### src/rtl/shd_pkg.sv
// Shared types and sizing helpers for the SHD window sequencer.
// Also used by the aggregator to agree on start-up latency.
package shd_pkg;

  typedef enum logic [2:0] {
    IDLE,
    CLEAR,
    STREAM,
    FLUSH,
    DONE
  } state_e;

  localparam int unsigned CLR_CYC = 2;

  function automatic int unsigned lat_f(
    input int unsigned wh,
    input int unsigned m
  );
    return ((wh - 1) * m + (wh - 1)) / 2 + 4;
  endfunction

  function automatic int unsigned cw_f(input int unsigned n);
    return (n > 1) ? $clog2(n) : 1;
  endfunction

endpackage

### src/rtl/shd_raster_counter.sv
// Raster (x,y) position counter with x wrapping at M-1.
// last_o flags the final pixel (M-1,N-1) of a frame.
module shd_raster_counter
  import shd_pkg::*;
#(
  parameter int unsigned M = 650,
  parameter int unsigned N = 480,
  localparam int unsigned XW = cw_f(M),
  localparam int unsigned YW = cw_f(N)
) (
  input  logic          i_clk,
  input  logic          i_rstn,
  input  logic          en_i,
  input  logic          clr_i,
  output logic [XW-1:0] x_o,
  output logic [YW-1:0] y_o,
  output logic          last_o
);

  localparam logic [XW-1:0] XMAX = XW'(M - 1);
  localparam logic [YW-1:0] YMAX = YW'(N - 1);

  logic [XW-1:0] x_q, x_d;
  logic [YW-1:0] y_q, y_d;

  always_comb begin
    x_d = x_q;
    y_d = y_q;
    if (clr_i) begin
      x_d = '0;
      y_d = '0;
    end else if (en_i) begin
      if (x_q == XMAX) begin
        x_d = '0;
        y_d = (y_q == YMAX) ? '0 : y_q + 1'b1;
      end else begin
        x_d = x_q + 1'b1;
      end
    end
  end

  always_ff @(posedge i_clk or negedge i_rstn) begin
    if (!i_rstn) begin
      x_q <= '0;
      y_q <= '0;
    end else begin
      x_q <= x_d;
      y_q <= y_d;
    end
  end

  assign x_o    = x_q;
  assign y_o    = y_q;
  assign last_o = (x_q == XMAX) && (y_q == YMAX);

endmodule

### src/rtl/shd_window_ctrl.sv
// Frame sequencer for the sliding-window SHD aggregator:
// clear, stream, flush, and output coordinate tracking.
module shd_window_ctrl
  import shd_pkg::*;
#(
  parameter int unsigned WC = 7,
  parameter int unsigned WH = 13,
  parameter int unsigned M  = 650,
  parameter int unsigned N  = 480,
  localparam int unsigned XW = cw_f(M),
  localparam int unsigned YW = cw_f(N)
) (
  input  logic          i_clk,
  input  logic          i_rstn,
  input  logic          i_start,
  input  logic          i_pix_valid,
  input  logic          i_pix_sof,
  output logic          o_pix_ready,
  output logic          o_win_dval,
  output logic          o_flush,
  output logic          o_agg_rstn,
  input  logic          i_agg_dval,
  output logic [XW-1:0] o_out_x,
  output logic [YW-1:0] o_out_y,
  output logic          o_out_inside,
  output logic          o_out_eof,
  output logic          o_busy,
  output logic          o_done,
  output logic          o_err
);

  localparam int unsigned LAT = lat_f(WH, M);
  localparam int unsigned CW  = cw_f(LAT + 5);
  localparam int unsigned H   = WH / 2;
  localparam logic [XW-1:0] XLO = XW'(H);
  localparam logic [XW-1:0] XHI = XW'(M - 1 - H);
  localparam logic [YW-1:0] YLO = YW'(H);
  localparam logic [YW-1:0] YHI = YW'(N - 1 - H);

  if (WH % 2 == 0 || WH < WC) begin : g_bad_cfg
    $error("shd_window_ctrl: WH must be odd and >= WC");
  end

  state_e        state_q, state_d;
  logic [CW-1:0] cyc_q, cyc_d;
  logic          err_q, err_d;
  logic          agg_rstn_q, agg_rstn_d;
  logic          full_q, full_d;

  logic          xfer, in_last, out_en, out_last, clr;
  logic [XW-1:0] in_x;
  logic [YW-1:0] in_y;

  assign clr    = (state_q == CLEAR);
  assign xfer   = (state_q == STREAM) && i_pix_valid;
  assign out_en = i_agg_dval && !full_q;

  shd_raster_counter #(.M(M), .N(N)) u_in_cnt (
    .i_clk  (i_clk),
    .i_rstn (i_rstn),
    .en_i   (xfer),
    .clr_i  (clr),
    .x_o    (in_x),
    .y_o    (in_y),
    .last_o (in_last)
  );

  shd_raster_counter #(.M(M), .N(N)) u_out_cnt (
    .i_clk  (i_clk),
    .i_rstn (i_rstn),
    .en_i   (out_en),
    .clr_i  (clr),
    .x_o    (o_out_x),
    .y_o    (o_out_y),
    .last_o (out_last)
  );

  always_comb begin
    state_d = state_q;
    err_d   = err_q;
    unique case (state_q)
      IDLE: begin
        if (i_start) begin
          err_d   = 1'b0;
          state_d = CLEAR;
        end
      end
      CLEAR: begin
        if (cyc_q == CW'(CLR_CYC - 1)) state_d = STREAM;
      end
      STREAM: begin
        if (xfer && i_pix_sof && (in_x != '0 || in_y != '0))
          err_d = 1'b1;
        if (xfer && in_last) state_d = FLUSH;
      end
      FLUSH: begin
        if ((out_en && out_last) || full_q) begin
          state_d = DONE;
        end else if (cyc_q == CW'(LAT + 3)) begin
          // aggregator never delivered the full frame
          err_d   = 1'b1;
          state_d = DONE;
        end
      end
      DONE:    state_d = IDLE;
      default: state_d = IDLE;
    endcase
  end

  always_comb begin
    cyc_d      = (state_d != state_q) ? '0 : cyc_q + 1'b1;
    agg_rstn_d = (state_d != CLEAR);
    full_d     = full_q;
    if (clr) full_d = 1'b0;
    else if (out_en && out_last) full_d = 1'b1;
  end

  always_ff @(posedge i_clk or negedge i_rstn) begin
    if (!i_rstn) begin
      state_q    <= IDLE;
      cyc_q      <= '0;
      err_q      <= 1'b0;
      agg_rstn_q <= 1'b0;
      full_q     <= 1'b0;
    end else begin
      state_q    <= state_d;
      cyc_q      <= cyc_d;
      err_q      <= err_d;
      agg_rstn_q <= agg_rstn_d;
      full_q     <= full_d;
    end
  end

  assign o_pix_ready  = (state_q == STREAM);
  assign o_flush      = (state_q == FLUSH);
  assign o_win_dval   = xfer || o_flush;
  assign o_agg_rstn   = agg_rstn_q;
  assign o_busy       = (state_q != IDLE);
  assign o_done       = (state_q == DONE);
  assign o_err        = err_q;
  assign o_out_eof    = out_en && out_last;
  assign o_out_inside = out_en
                     && o_out_x >= XLO && o_out_x <= XHI
                     && o_out_y >= YLO && o_out_y <= YHI;

endmodule
### config.mk
export PLATFORM = sky130hd
export DESIGN_NAME = shd_window_ctrl
export DESIGN_NICKNAME = d
export VERILOG_FILES = /design/src/rtl/shd_pkg.sv /design/src/rtl/shd_raster_counter.sv /design/src/rtl/shd_window_ctrl.sv
export SDC_FILE = /design/constraint.sdc
export NUM_CORES = 1
export LEC_CHECK = 0
export CORE_ASPECT_RATIO = 2
export CORE_MARGIN = 10
export CORE_UTILIZATION = 56
export CTS_CLUSTER_DIAMETER = 50
export DETAILED_ROUTE_END_ITERATION = 10
export PLACE_DENSITY = 0.79
export SLEW_MARGIN = 20
export SYNTH_ARGS = -nofsm -noshare
export SYNTH_HDL_FRONTEND = slang
export SYNTH_SLANG_ARGS = --single-unit
### constraint.sdc
create_clock -name i_clk -period 3.94 [get_ports i_clk]
set_input_delay 1.182 -clock i_clk [delete_from_list [all_inputs] [get_ports i_clk]]
set_output_delay 1.182 -clock i_clk [all_outputs]
set_load 0.05 [all_outputs]
-- After elaboration in Yosys (flattened, before gate mapping)
Cells that the tools add are included.
- flip-flop bits (word level): 56
- word-level logic and storage cells: 91
- mux-type cells: 28
- order comparisons: 4
- $add $sub $neg: 5
- eq/ne operators: 16
- reduce and logical (&&, ||, !) cells: 29
- operator list (cell ; number):
    two-way mux 9 bit ; 8
    two-way mux 10 bit ; 6
    adder 10 x 1 -> 10 bit (second input constant) ; 2
    equality test 10 bit (second input constant) ; 2
    adder 9 x 1 -> 9 bit (second input constant) ; 2
    equality test 9 bit (second input constant) ; 2
    two-way mux 3 bit ; 5
    adder 12 x 1 -> 12 bit (second input constant) ; 1
    equality test 12 x 1 -> 1 bit (second input constant) ; 1
    equality test 12 bit (second input constant) ; 1
    logical AND 1 bit ; 12
    two-way mux 12 bit ; 1
    one-hot mux 3 bit (4 select lines) ; 1
    greater-or-equal comparator 10 x 3 -> 1 bit (second input constant) ; 1
    <= comparator 10 bit (second input constant) ; 1
    nonzero test 10 bit ; 1
    nonzero test 2 bit ; 5
    greater-or-equal comparator 9 x 3 -> 1 bit (second input constant) ; 1
    <= comparator 9 bit (second input constant) ; 1
    nonzero test 9 bit ; 1
    equality test 3 x 2 -> 1 bit (second input constant) ; 2
    two-way mux 1 bit ; 6
    nonzero test 3 bit ; 2
    AND reduction 5 bit ; 1
    other kinds (11) ; 16

-- Depth between registers and ports, before layout
Gate-level depths: netlist of the first run.
- word-level depth: 8
- gate-level depth with buffers: 9
- depth with buffers taken out: 7

-- Hierarchy
A second synthesis of the first run with hierarchy kept.
- cell total of the unflattened synthesis: 353
- area total of the unflattened synthesis: 3324.4 µm²
- by module, submodules not included (module ; cells each ; area an instance (µm²) ; sequential area each (µm²) ; times used):
    shd_raster_counter ; 119 ; 1112.3 ; 475.5 ; 2
    shd_window_ctrl ; 115 ; 1099.8 ; 450.4 ; 1

-- Worst setup path before layout of the first run
Ideal clock, no wire load.
- kind: register to output
- start point: reg state_q[0]
- end point: out o_win_dval
- data arrival time: 2.371 ns
- stages on the path, launching flop included: 5
- path slack: 0.387 ns
- cells stage by stage: dfrtp_1 > buf_4 > nor3b_1 > nand2_1 > nand2_1
- word-level cells in the longest chain between the ends: 3
- elaborated cells between the ends (all ways): 4
- classes of those cells: eq/ne: 2; reduce/logical: 2
- RTL lines (what ; line ; text):
    from (decl) ; shd_window_ctrl.sv:44 ; state_e state_q, state_d;
    from (signal assigned) ; shd_window_ctrl.sv:126 ; state_q <= state_d;
    equality test 3 x 2 -> 1 bit ; - ;
    named net o_pix_ready ; shd_window_ctrl.sv:18 ; output logic o_pix_ready,
    logical AND 1 bit ; shd_window_ctrl.sv:55 ; assign xfer = (state_q == STREAM) && i_pix_valid;
    logical OR 1 bit ; shd_window_ctrl.sv:136 ; assign o_win_dval = xfer || o_flush;
    to (decl) ; shd_window_ctrl.sv:19 ; output logic o_win_dval,
The timed path passes the listed nets, and every way through them passes these cells.

-- Worst setup path in the final report of the first run
- start point: in i_agg_dval
- end point: out o_out_eof
- word-level cells in the longest chain between the ends: 2
- RTL lines (what ; line ; text):
    from (decl) ; shd_window_ctrl.sv:22 ; input logic i_agg_dval,
    logical AND 1 bit ; shd_window_ctrl.sv:56 ; assign out_en = i_agg_dval && !full_q;
    logical AND 1 bit ; shd_window_ctrl.sv:141 ; assign o_out_eof = out_en && out_last;
    to (decl) ; shd_window_ctrl.sv:26 ; output logic o_out_eof,
Every way passes these cells.

==> results of run 1 <==
metrics by stage:
step | setup slack (ns) | util [%] | power [mW]
floorplan | 0.387 | - | 1.36
global placement | 0.202 | 64.7 | 1.56
detailed placement | 0.142 | 64.7 | 1.59
CTS | 0.144 | 67.3 | 2.05
global route | 0.00199 | 67.3 | 2.16
finish | 0.149 | 67.3 | 2.03
path summary, 6_finish.rpt:
path,from,slack (ns),end
max,i_agg_dval,0.15,o_out_eof
min,o_err,0.48,o_err
max reg2reg,cyc_q[1],1.49,cyc_q[3]
min reg2reg,o_err,0.48,o_err
max in group asynchronous,i_rstn,2.28,cyc_q[7]
min in group asynchronous,i_rstn,0.82,u_in_cnt.x_o[4]
registers in the layout, summed over array words and instances (netlist names):
name / count
u_out_cnt.y_o: 9
state_q: 3
u_in_cnt.x_o: 10
u_in_cnt.y_o: 9
u_out_cnt.x_o: 10
full_q: 1
o_err: 1
o_agg_rstn: 1
cyc_q: 12
tightest hold or removal path, cell delays in order (launching register included):
cell	delay [ns]
dfrtp_1	0.35
a32oi_1	0.05
nand2_1	0.05
final cells by class:
class	count	area share, %
flip-flops and latches	56	36.4
repair buffers	38	10.2
multi-input cells	268	45.6
clock buffers	7	3.71
well taps	61	1.99
clock inverters	1	0.195
inverters	19	1.85
power by group through the flow:
stage | registers, mW | clock network [mW] | logic [mW]
5_1_grt | 0.899 | 0.480 | 0.778
6_report | 0.872 | 0.457 | 0.703
3_3_place_gp | 0.875 | 0 | 0.689
4_1_cts | 0.871 | 0.464 | 0.712
3_5_place_dp | 0.882 | 0 | 0.707
2_1_floorplan | 0.914 | 0 | 0.447
metal layers:
metal  up-vias  global-route usage [%]  part of all wire, %
met5         -                       0                    0
met4         0                    8.98                  3.2
met3        22                    3.77                  4.1
met2        58                    30.2                   55
met1      1309                    17.9                   38
li1       1295                       -                    -
layout by cell type (no fill, tap or decap), drive strengths merged, types with 2 or more instances in the layout:
cell	count
o211ai	3
nor4bb	2
nor4	7
nor2	55
nand4b	2
nand2	38
dfrtp	56
a311oi	2
and4	3
ha	13
a31oi	4
clkdlybuf4s50	29
a21oi	15
clkbuf	7
buf	9
nand3b	2
nor3b	4
nor3	9
xor2	19
nor4b	2
nand3	17
nand2b	4
or3	10
xnor2	14
o2111a	2
and3	3
nand4	8
inv	19
a2111oi	2
nor2b	4
o21ai	9
cell families (layout without fill, tap and decap cells):
group,Yosys count,after routing
xor+xnor,33,33
mux,1,1
compound gates,48,48
fa+ha+maj,13,13
simple gates,173,173
buf+inv,32,65
flops,56,56
==> results.md, run 1 <==
- Measured slew at the worst slew-check pin: 0.945 ns
- Clock Skew: roughly 0.008 ns
- CORE AREA: ~0.0057 mm^2
- Hold_buf cts: 0
- CTS buffer count: 5
- Max Cap Violations: 0
- Main area contributors after synthesis: dfrtp_1 (42%), nor2_1 (6.2%), xor2_1 (5.0%)
- Post_cts resized: 0
- Fin Setup TNS: 0 ns
- H-tree depth: 2
- Dpl cells: 442
- Root buffer cell: clkbuf_16
- Via count: roughly 2700
- Complex-gate fraction of the synthesized area: 11.1%
- Filler cells: between 400 and 500
- Router iterations before antenna repair: 4
- Simple-Gate Fraction of Synth Area: approximately 28%
- Leak: between 1.5 and 2 nW
- FF+latch count, synth: 56
- Peak Freq: approximately 0.26 GHz
- Post-synth EDFFs: 0
- Hold WC Path Type: flip-flop to flip-flop
- YS warnings: 0
- Setup violators final: 0
- Critical path endpoint category: output port
- Avg Inst Size Synth: ~9.3 um^2
- Clock share of power: between 20% and 30%
- DP HPWL: approximately 5.7 mm
- Final min period: around 3.8 ns
- CP required: roughly 2.8 ns
- Initial Util: between 50 and 60%
- CP bufs+invs: 3
- Relative slew slack: between 30% and 40%
- Clk_lat worst skew: 0.30 ns
- Adder-cell share of the synthesized area: under 10%
- Cell family with most CP delay: buffers and inverters
- CTS tree: yes
- Net Sw Frac: about two fifths
- CP arrival: between 2 and 3 ns
- Count leader, synth: dfrtp_1
- DR iter-0 viols: around 120
- Startpoint types: primary input
- Die width: between 70 and 80 um
- ANT nets after route: 0
- Synth top area share: between 40% and 50%
- Syn Nets: 375
- Cell taking the most area after synthesis: dfrtp_1
- RSZ-0062 raised after global routing: no
- Routability-driven placement congestion ratio: roughly 0.83
- Vias in the first global route: about 2800
- Crit path cell chain: clkdlybuf4s50_1 > nor2b_1 > buf_4 > nand2_1 > nor2_1 > buf_12
- Fraction of layout cells with a size suffix above 1: 7.46%
- Max IR drop VDD: between 0.5 and 0.6 mV
- Primary FF master, synth: dfrtp_1
- Synth cell types: between 50 and 60
- Final hold violations: 0
- Die H: 129 um
- Largest family of logic cells by synthesized area: simple AND/OR/NAND/NOR gates
- I/O Buffers: 33
- Pin count of the biggest net entering global routing: 38
- Worst path depth: 6
- Final Slew Violations: 0
- GRT Util Overall: 17.1%
- WHS: approximately 0.48 ns
- Final std cells w/o fill: 450
- Initial antenna violation count: 0
- # IOs: 34
- Row cnt: 39
- Comb power frac: 34.6%
- Fin crit share: between 90 and 100%
- Clk sinks: 56
- Synth async-reset ratio: 100%
- Area occupied by multi-input gates: 0.00175 mm^2
- Clock buffer depth: 2
- Post-Syn Area: 0.00331 mm^2
- Nets: just over 400
- Slowest Stage Delay on Critical Path: about 0.52 ns
- Via density: 5.96
- CTS clk-pin slew, worst paths: 0.07 ns
- P_sw: 810 uW
- Synth Instances: 356
- Overflow after GRT: 0
- Setup Buffers After CTS: 0
- Slowest cell on the critical path: clkdlybuf4s50_1
- First-pass GRT wire length: 13.1 mm
- Reg area: 0.00140 mm^2
- Synth Area in XOR/XNOR: 8.73%
- DRT Wirelength: ~7.7 mm
- Mux cell area share after synthesis: less than 1%
- Area post-placement: ~0.0037 mm^2
- Diodes inserted: 0
- DRC viols: 0
- Internal: between 1 and 1.5 mW
- Reg2reg path depth: 7
- CP Class: primary input to output port
- Area grow syn2layout: 16.1%
- Commonest cells post-synth: dfrtp_1 (56), nor2_1 (55), nand2_1 (38)
- Register area share after synthesis: 42.3%
- Sequential share of power: between 40% and 50%
- Peak fanout along the critical path: 6
- Design area: 0.00384 mm^2
- Die area: 0.00958 mm^2
- Pwr dens: about 530 mW/mm^2
- Depth of the worst hold-timing path: 2
- Status: finished, final reports clean
- WL/cell: around 17 um
No activity file was read; power rests on OpenSTA's default activity.
==> run 2, diff against run 1 <==
- CAP_MARGIN: not set -> 10
==> results of run 2 <==
The final DEF is identical to that of run 1; final timing and power are the same.
